$ cat config.mk
export PLATFORM = sky130hd
export DESIGN_NAME = bcd_serial_adder
export DESIGN_NICKNAME = d
export VERILOG_FILES = /design/src/rtl/bcd_serial_adder.sv
export SDC_FILE = /design/constraint.sdc
export NUM_CORES = 1
export LEC_CHECK = 0
export CAP_MARGIN = 25
export CORE_ASPECT_RATIO = 1.4
export CORE_MARGIN = 4
export CORE_UTILIZATION = 34
export DETAILED_ROUTE_END_ITERATION = 6
export GPL_ROUTABILITY_DRIVEN = 0
export PLACE_DENSITY_LB_ADDON = 0.12
export SETUP_SLACK_MARGIN = 0.2
export SYNTH_ARGS = -nofsm -noshare
export SYNTH_HDL_FRONTEND = slang
export SYNTH_SLANG_ARGS = --single-unit
$ cat constraint.sdc
create_clock -name clk -period 4.4 [get_ports clk]
set_input_delay 0.88 -clock clk [delete_from_list [all_inputs] [get_ports clk]]
set_output_delay 0.88 -clock clk [all_outputs]
set_load 0.02 [all_outputs]
$ cat src/rtl/bcd_serial_adder.sv
// rtl/bcd_serial_adder.sv - digit-serial multi-digit BCD adder sequencer
// One digit pair per cycle, LSD first; carry registered between digits.
module bcd_serial_adder #(
  parameter int DIGITS = 4,
  parameter int CW     = $clog2(DIGITS) + 1
) (
  input  logic                  clk,
  input  logic                  rst_n,
  input  logic                  start,
  input  logic [4*DIGITS-1:0]   a,
  input  logic [4*DIGITS-1:0]   b,
  input  logic                  cin,
  output logic                  busy,
  output logic                  done,
  output logic [4*DIGITS-1:0]   sum,
  output logic                  cout,
  output logic                  err
);

  typedef enum logic {IDLE, RUN} state_t;

  state_t              state_q, state_d;
  logic [CW-1:0]       idx_q, idx_d;
  logic                carry_q, carry_d;
  logic [4*DIGITS-1:0] a_q, a_d, b_q, b_d, sum_q, sum_d;
  logic                cout_q, cout_d, err_q, err_d, done_q, done_d;

  logic [3:0] a_dig, b_dig, dig;
  logic [4:0] s;
  logic       c_nx, last;

  // Single-digit BCD add stage on the currently indexed digit pair
  always_comb begin
    a_dig = '0;
    b_dig = '0;
    for (int i = 0; i < DIGITS; i++) begin
      if (idx_q == CW'(i)) begin
        a_dig = a_q[4*i +: 4];
        b_dig = b_q[4*i +: 4];
      end
    end
    s = 5'(a_dig) + 5'(b_dig) + 5'(carry_q);
    if (s >= 5'd10) begin
      dig  = s[3:0] + 4'd6;
      c_nx = 1'b1;
    end else begin
      dig  = s[3:0];
      c_nx = 1'b0;
    end
    last = (idx_q == CW'(DIGITS - 1));
  end

  always_comb begin
    state_d = state_q;
    idx_d   = idx_q;
    carry_d = carry_q;
    a_d     = a_q;
    b_d     = b_q;
    sum_d   = sum_q;
    cout_d  = cout_q;
    err_d   = err_q;
    done_d  = 1'b0;
    case (state_q)
      IDLE: begin
        if (start) begin
          a_d     = a;
          b_d     = b;
          carry_d = cin;
          sum_d   = '0;
          err_d   = 1'b0;
          idx_d   = '0;
          state_d = RUN;
        end
      end
      RUN: begin
        for (int i = 0; i < DIGITS; i++) begin
          if (idx_q == CW'(i)) sum_d[4*i +: 4] = dig;
        end
        carry_d = c_nx;
        if (a_dig > 4'd9 || b_dig > 4'd9) err_d = 1'b1;
        if (last) begin
          cout_d  = c_nx;
          done_d  = 1'b1;
          state_d = IDLE;
        end else begin
          idx_d = idx_q + CW'(1);
        end
      end
      default: state_d = IDLE;
    endcase
  end

  always_ff @(posedge clk or negedge rst_n) begin
    if (!rst_n) begin
      state_q <= IDLE;
      idx_q   <= '0;
      carry_q <= 1'b0;
      a_q     <= '0;
      b_q     <= '0;
      sum_q   <= '0;
      cout_q  <= 1'b0;
      err_q   <= 1'b0;
      done_q  <= 1'b0;
    end else begin
      state_q <= state_d;
      idx_q   <= idx_d;
      carry_q <= carry_d;
      a_q     <= a_d;
      b_q     <= b_d;
      sum_q   <= sum_d;
      cout_q  <= cout_d;
      err_q   <= err_d;
      done_q  <= done_d;
    end
  end

  assign busy = (state_q == RUN);
  assign done = done_q;
  assign sum  = sum_q;
  assign cout = cout_q;
  assign err  = err_q;

endmodule

==> impl_summary.txt <==
----------------------------------------------------
[Run status]
  Status ... completed

[Clocking]
  Number of post-CTS setup repair buffers ... 0
  Number of levels the H-tree was split into ... 2
  Buffer depth of the longest clock path ... 2
  Clock sink total ... 56
  CTS buffer count ... 5
  Root buf cell ... clkbuf_16
  Clock insertion delay at the later pin of the skew report ... approximately 0.29 ns
  CTS clk-pin slew, worst paths ... around 0.070 ns
  TritonCTS clock tree ... yes
  Number of buffers added to fix hold violations after cts ... 0
  Post-cts gate resize count ... 0

[Critical path]
  Category of the worst setup path capture point ... flip-flop
  R2r endpoint ... sum[14]$_DFFE_PN0P_
  Data arrival time of the worst path ... 3.94 ns
  Reg2reg setup slack ... between 0.6 and 0.7 ns
  Reg2reg path depth ... 16
  Class of the most critical setup path ... reg2reg
  Data required time of the worst path ... between 4 and 5 ns
  Maximum fanout encountered on the critical timing path ... 5
  Reg-to-reg critical path startpoint ... idx_q[0]$_DFFE_PN0P_
  Category of the worst setup path launch point ... flip-flop

[Power]
  Design Power ... 3.38 mW
  Power density cells ... approximately 920 nW/um^2
  Reported leakage power ... ~1.7 nW
  Worst VDD drop ... about 0.00045 V

[Layout]
  Post-Layout Cell Count ... 480
  Number of diodes added for antenna fixing ... 0
  Filler cell count ... just over 800
  Commonest non-fill, non-tap cells in the layout ... nand2_1 (117), dfrtp_1 (56), clkdlybuf4s50_1 (54)
  Area overhead of the layout relative to synthesis ... 28.7%
  Fraction of final layout cells with drive strength greater than 1 ... between 7 and 8%
  Fin nets ... 424
  Most common cell after layout, fill and taps aside ... nand2_1

[Logic synthesis]
  Adder-Cell Fraction of Synth Area ... between 5 and 6%
  Cell area after synthesis ... approximately 2800 um^2
  Largest area contributor in the netlist ... dfrtp_1
  Post-synthesis share of cell area spent on xor and xnor gates ... less than 1%
  Top area cells in the synthesized netlist ... dfrtp_1 (49%), nand2_1 (15%), o21ai_0 (4.4%)
  Share of the synthesized area in compound gates (AO/OA/AOI/OAI) ... between 15 and 20%
  Mux contribution to synthesized area ... 0.923%
  Fraction of registers with async set/reset ... 100%
  Number of cells produced by synthesis ... roughly 330
  Count of distinct cell types in the synthesized netlist ... 38
  Count of flip-flops with a built-in enable after synthesis ... 0
  Combinational family with the most area after synthesis ... simple AND/OR/NAND/NOR gates
  Yosys warning count ... 0
  Fraction of the mapped netlist area in simple logic gates ... between 20% and 30%
  Synthesis-stage register bit count ... 56
  Synth top area share ... 49.3%
  Leading register cell type out of synthesis ... dfrtp_1
  Portion of the post-synthesis area used by sequential elements ... around half
  Synth Net Count ... ~370
  Avg Synthesized Cell Area ... ~9 um^2

[Hold path]
  Hold worst-path end ... b_q[9]$_DFFE_PN0P_
  Worst min path class ... reg2reg
  Cell depth of the worst hold path ... 2
  Hold_sp ... b_q[9]$_DFFE_PN0P_

[Detailed routing]
  Routed wirelength normalized by instance count ... 14.7 um
  First-pass DRT Iterations ... 4
  Via-to-Cell Ratio ... between 4 and 5
  Post-detailed-routing wire length ... between 7000 and 8000 um
  Overall via count from detail_route ... between 2000 and 2500
  First DRT Iteration DRCs ... ~80
  Number of routed nets with antenna violations ... 0
  DRC ... 0

[Timing]
  Worst hold slack across all endpoints ... 0.476 ns
  Layout Skew ... just over 0.004 ns
  Hold violation count in the final report ... 0
  RSZ-0062 raised after global routing ... false
  Setup violations, final ... 0
  Portion of the clock cycle consumed by the worst path in the final layout ... a little over four fifths
  Worst Tran Pin Value ... 0.786 ns
  Shortest clock period the worst path allows after layout ... ~3.7 ns
  Number of pins exceeding their max-slew limit in the final report ... 0
  Maximum clock rate ... ~0.27 GHz
  Slew Limit Headroom ... between 40% and 50%
  Setup TNS ... 0 ns

[Floorplan]
  Area inside the core boundary ... a little over 8000 um^2
  DIE WIDTH ... about 85 um
  Effective utilization at floorplan ... around a third
  Number of top-level design ports ... 56
  Die area ... between 9000 and 10000 um^2
  Row count ... 39
  Die height ... between 100 and 150 um

[Placed design]
  Number of placed cells counting well taps ... 472
  Placed wire-length estimate after detailed placement ... about 5400 um
  Count of input and output buffers ... 55

[Global routing]
  Number of global-route vias before repair ... about 2400
  Largest net degree at the start of global routing ... 33
  Antenna violations before repair ... 0
  Aggregate global-route resource usage ... between 15 and 20%
  Global-route wire length before repair ... between 10000 and 15000 um
  GRT Residual Overflow ... 0

[Flow run]
  Max-cap check violation count ... 0

----------------------------------------------------
==> worst max path at each step <==
| stage | start | endpoint | slack (ns) | cells after the start |
|---|---|---|---|---|
| 2_1_floorplan | idx_q[0]$_DFFE_PN0P_ | sum[14]$_DFFE_PN0P_ | 0.62 | 16 |
| 3_3_place_gp | idx_q[0]$_DFFE_PN0P_ | sum[14]$_DFFE_PN0P_ | 0.80 | 14 |
| 3_5_place_dp | idx_q[0]$_DFFE_PN0P_ | sum[14]$_DFFE_PN0P_ | 0.67 | 16 |
| 4_1_cts | idx_q[0]$_DFFE_PN0P_ | sum[14]$_DFFE_PN0P_ | 0.64 | 16 |
| 5_1_grt | idx_q[1]$_DFFE_PN0P_ | sum[6]$_DFFE_PN0P_ | 0.33 | 16 |
| 6_report | idx_q[0]$_DFFE_PN0P_ | sum[14]$_DFFE_PN0P_ | 0.68 | 16 |
==> sequential cells by signal (all words and copies together), names as in the netlist <==
name / flops
a_q: 16
b_q: 16
busy: 1
carry_q: 1
cout: 1
done: 1
err: 1
idx_q: 3
sum: 16
==> synth_stat cells (2+ instances only) <==
cell      instances
dfrtp_1          56
and3b_1           2
clkbuf_1         16
nand3_1          11
o21ai_2           4
a31o_2            2
nand2b_1          6
a211oi_1          2
nand2_1         117
a32o_1            5
o21ai_0          25
a21o_1            2
nor2_1            6
a21oi_1          15
o211ai_1          3
a22oi_1           2
inv_1            10
a22o_1            3
o31ai_1           2
ha_1              9
fa_1              2
and3_1            6
nor2b_1           4
==> critical path, stage by stage, from the launching register on <==
cell	delay, ns
dfrtp_1	0.42
inv_1	0.12
ha_1	0.20
nand2_1	0.06
nor2_1	0.08
a21oi_1	0.05
o21ai_0	0.15
a22oi_1	0.11
fa_1	0.46
fa_1	0.44
xor2_1	0.30
ha_1	0.20
inv_1	0.08
a31o_2	0.25
a311oi_4	0.25
mux2_4	0.37
o21ai_2	0.11
==> per-stage QoR <==
| step | setup slack, ns | utilization, % | cell area [um^2] |
|---|---|---|---|
| 5_1_grt | 0.334 | 44.9 | 3660 |
| 4_1_cts | 0.642 | 44.9 | 3660 |
| 3_5_place_dp | 0.669 | 43.1 | 3510 |
| 6_report | 0.681 | 44.9 | 3660 |
| 2_1_floorplan | 0.618 | - | 2850 |
| 3_3_place_gp | 0.798 | 43.1 | 3510 |
==> layout make-up <==
type | instances | area, um^2 | area share (%)
Clock buffer | 6 | 139 | 3.79
Timing Repair Buffer | 63 | 606 | 16.5
Tap cell | 102 | 128 | 3.49
Clock inverter | 2 | 10.0 | 0.273
Multi-Input combinational cell | 240 | 1340 | 36.5
Sequential cell | 56 | 1400 | 38.3
Inverter | 11 | 41.3 | 1.13
==> kinds of logic after synthesis <==
logic type / count (synthesis)
buf+inv: 29
flops: 56
simple gates: 154
compound gates: 71
fa+ha+maj: 11
xor+xnor: 2
mux: 2
==> per-layer routing <==
metal | vias up | global-route usage (%) | wire [um]
li1 | 1192 | - | -
met1 | 1082 | 18.0 | 2920
met2 | 52 | 27.5 | 3580
met3 | 13 | 3.25 | 364
met4 | 0 | 5.91 | 206
met5 | - | 0 | 0
==> power breakdown <==
part	internal [mW]	switching (mW)	leakage (nW)
logic	0.903	1.16	0.940
clock network	0.225	0.182	0.0766
registers	0.750	0.161	0.705
(Power assumes the default switching activity.)
==> patch: new RTL, same flow settings <==
Change the parameter `DIGITS` from 4 to 8.
--- a/src/rtl/bcd_serial_adder.sv
+++ b/src/rtl/bcd_serial_adder.sv
@@ -1,7 +1,7 @@
 // rtl/bcd_serial_adder.sv - digit-serial multi-digit BCD adder sequencer
 // One digit pair per cycle, LSD first; carry registered between digits.
 module bcd_serial_adder #(
-  parameter int DIGITS = 4,
+  parameter int DIGITS = 8,
   parameter int CW     = $clog2(DIGITS) + 1
 ) (
   input  logic                  clk,
Interface: changed (resized a, b and sum); port bits go from 56 to 104. No check against the original RTL was run, so the function may have changed too.
==> patch against the original RTL <==
Area after synthesis grew 76%. Critical path type unchanged. Wire length is 100% higher. Setup slack worse by 0.34 ns. Critical path depth rose by 3. Sequential cell count increased by 49. Total power increased by 75%. Design area grew 83%.
==> patch: results (changes against the original RTL) <==
outcome: complete, no violations
DRT iter0 DRCs: 291 (+250%)
detailed-route vias per instance: 5.05 (+3.7%)
Post-Syn Nets: 658 (+77%)
Crit path largest cell delay: 0.43 ns (-0.03 ns)
CP Max Fanout: 8 (+3)
worst hold slack: 0.482 ns (+0.00648 ns)
Hold EP: a_q[23]
crit path from: idx_q[1]
placed cell count: 856 (+81%)
final setup margin: 0.344 ns (-0.337 ns)
share of cells above drive strength 1: 9.91% (+2.0 points)
mux share of post-synthesis cell area: 2.02% (+1.1 points)
Place WS: 0.0396 ns (-0.629 ns)
register area share after synthesis: 52.4% (+3.1 points)
post-synthesis compound-gate area fraction: 13.7% (-3.4 points)
IO Port Bufs: 103 (+87%)
worst skew pair latency: 0.35 ns (+0.06 ns)
CTS resizes: 3 (+3)
Placed Area: 0.00632 sq mm (+80%)
hold_sp: a_q[23]
HPWL after detailed placement: 10,500 um (+93%)
Post-CTS Repair Setup Buffers: 1 (+1)
pin count of the biggest net entering global routing: 68 (+110%)
DRT Wirelength: 14,200 um (+100%)
cell family with most CP delay: compound AO/OA/AOI/OAI gates
clk_skew: 0.00536 ns (+0.00125 ns)
## patch: cell count changes after synthesis, moves of 7 or more
cell      unedited run  this run
clkbuf_1            16        33
nand2_1            117       230
nand3_1             11        24
o21ai_1              0         8
a31oi_1              0         7
a21oi_1             15        25
mux2_2               1         9
dfrtp_1             56       105
## patch: where the power goes
part	switching [mW]	total (mW)	leakage (nW)	internal, mW
combinational	1.94	3.42	1.71	1.49
sequential	0.295	1.68	1.33	1.38
clock	0.365	0.805	0.130	0.440
total	2.60	5.91	3.17	3.31
## patch: layout make-up
| class | instances | area (sq um) |
|---|---|---|
| Multi-Input combinational cell | 429 | 2270 |
| Clock inverter | 6 | 68.8 |
| Fill cell | 1478 | 7740 |
| Inverter | 10 | 37.5 |
| Sequential cell | 105 | 2630 |
| Timing Repair Buffer | 127 | 1240 |
| Tap cell | 189 | 236 |
| Clock buffer | 9 | 225 |
## patch: routing by layer
layer	track usage (%)	wire length (um)
met4	5.79	303
met3	3.22	604
met2	29.6	7200
met1	21.5	6130
met5	0	0
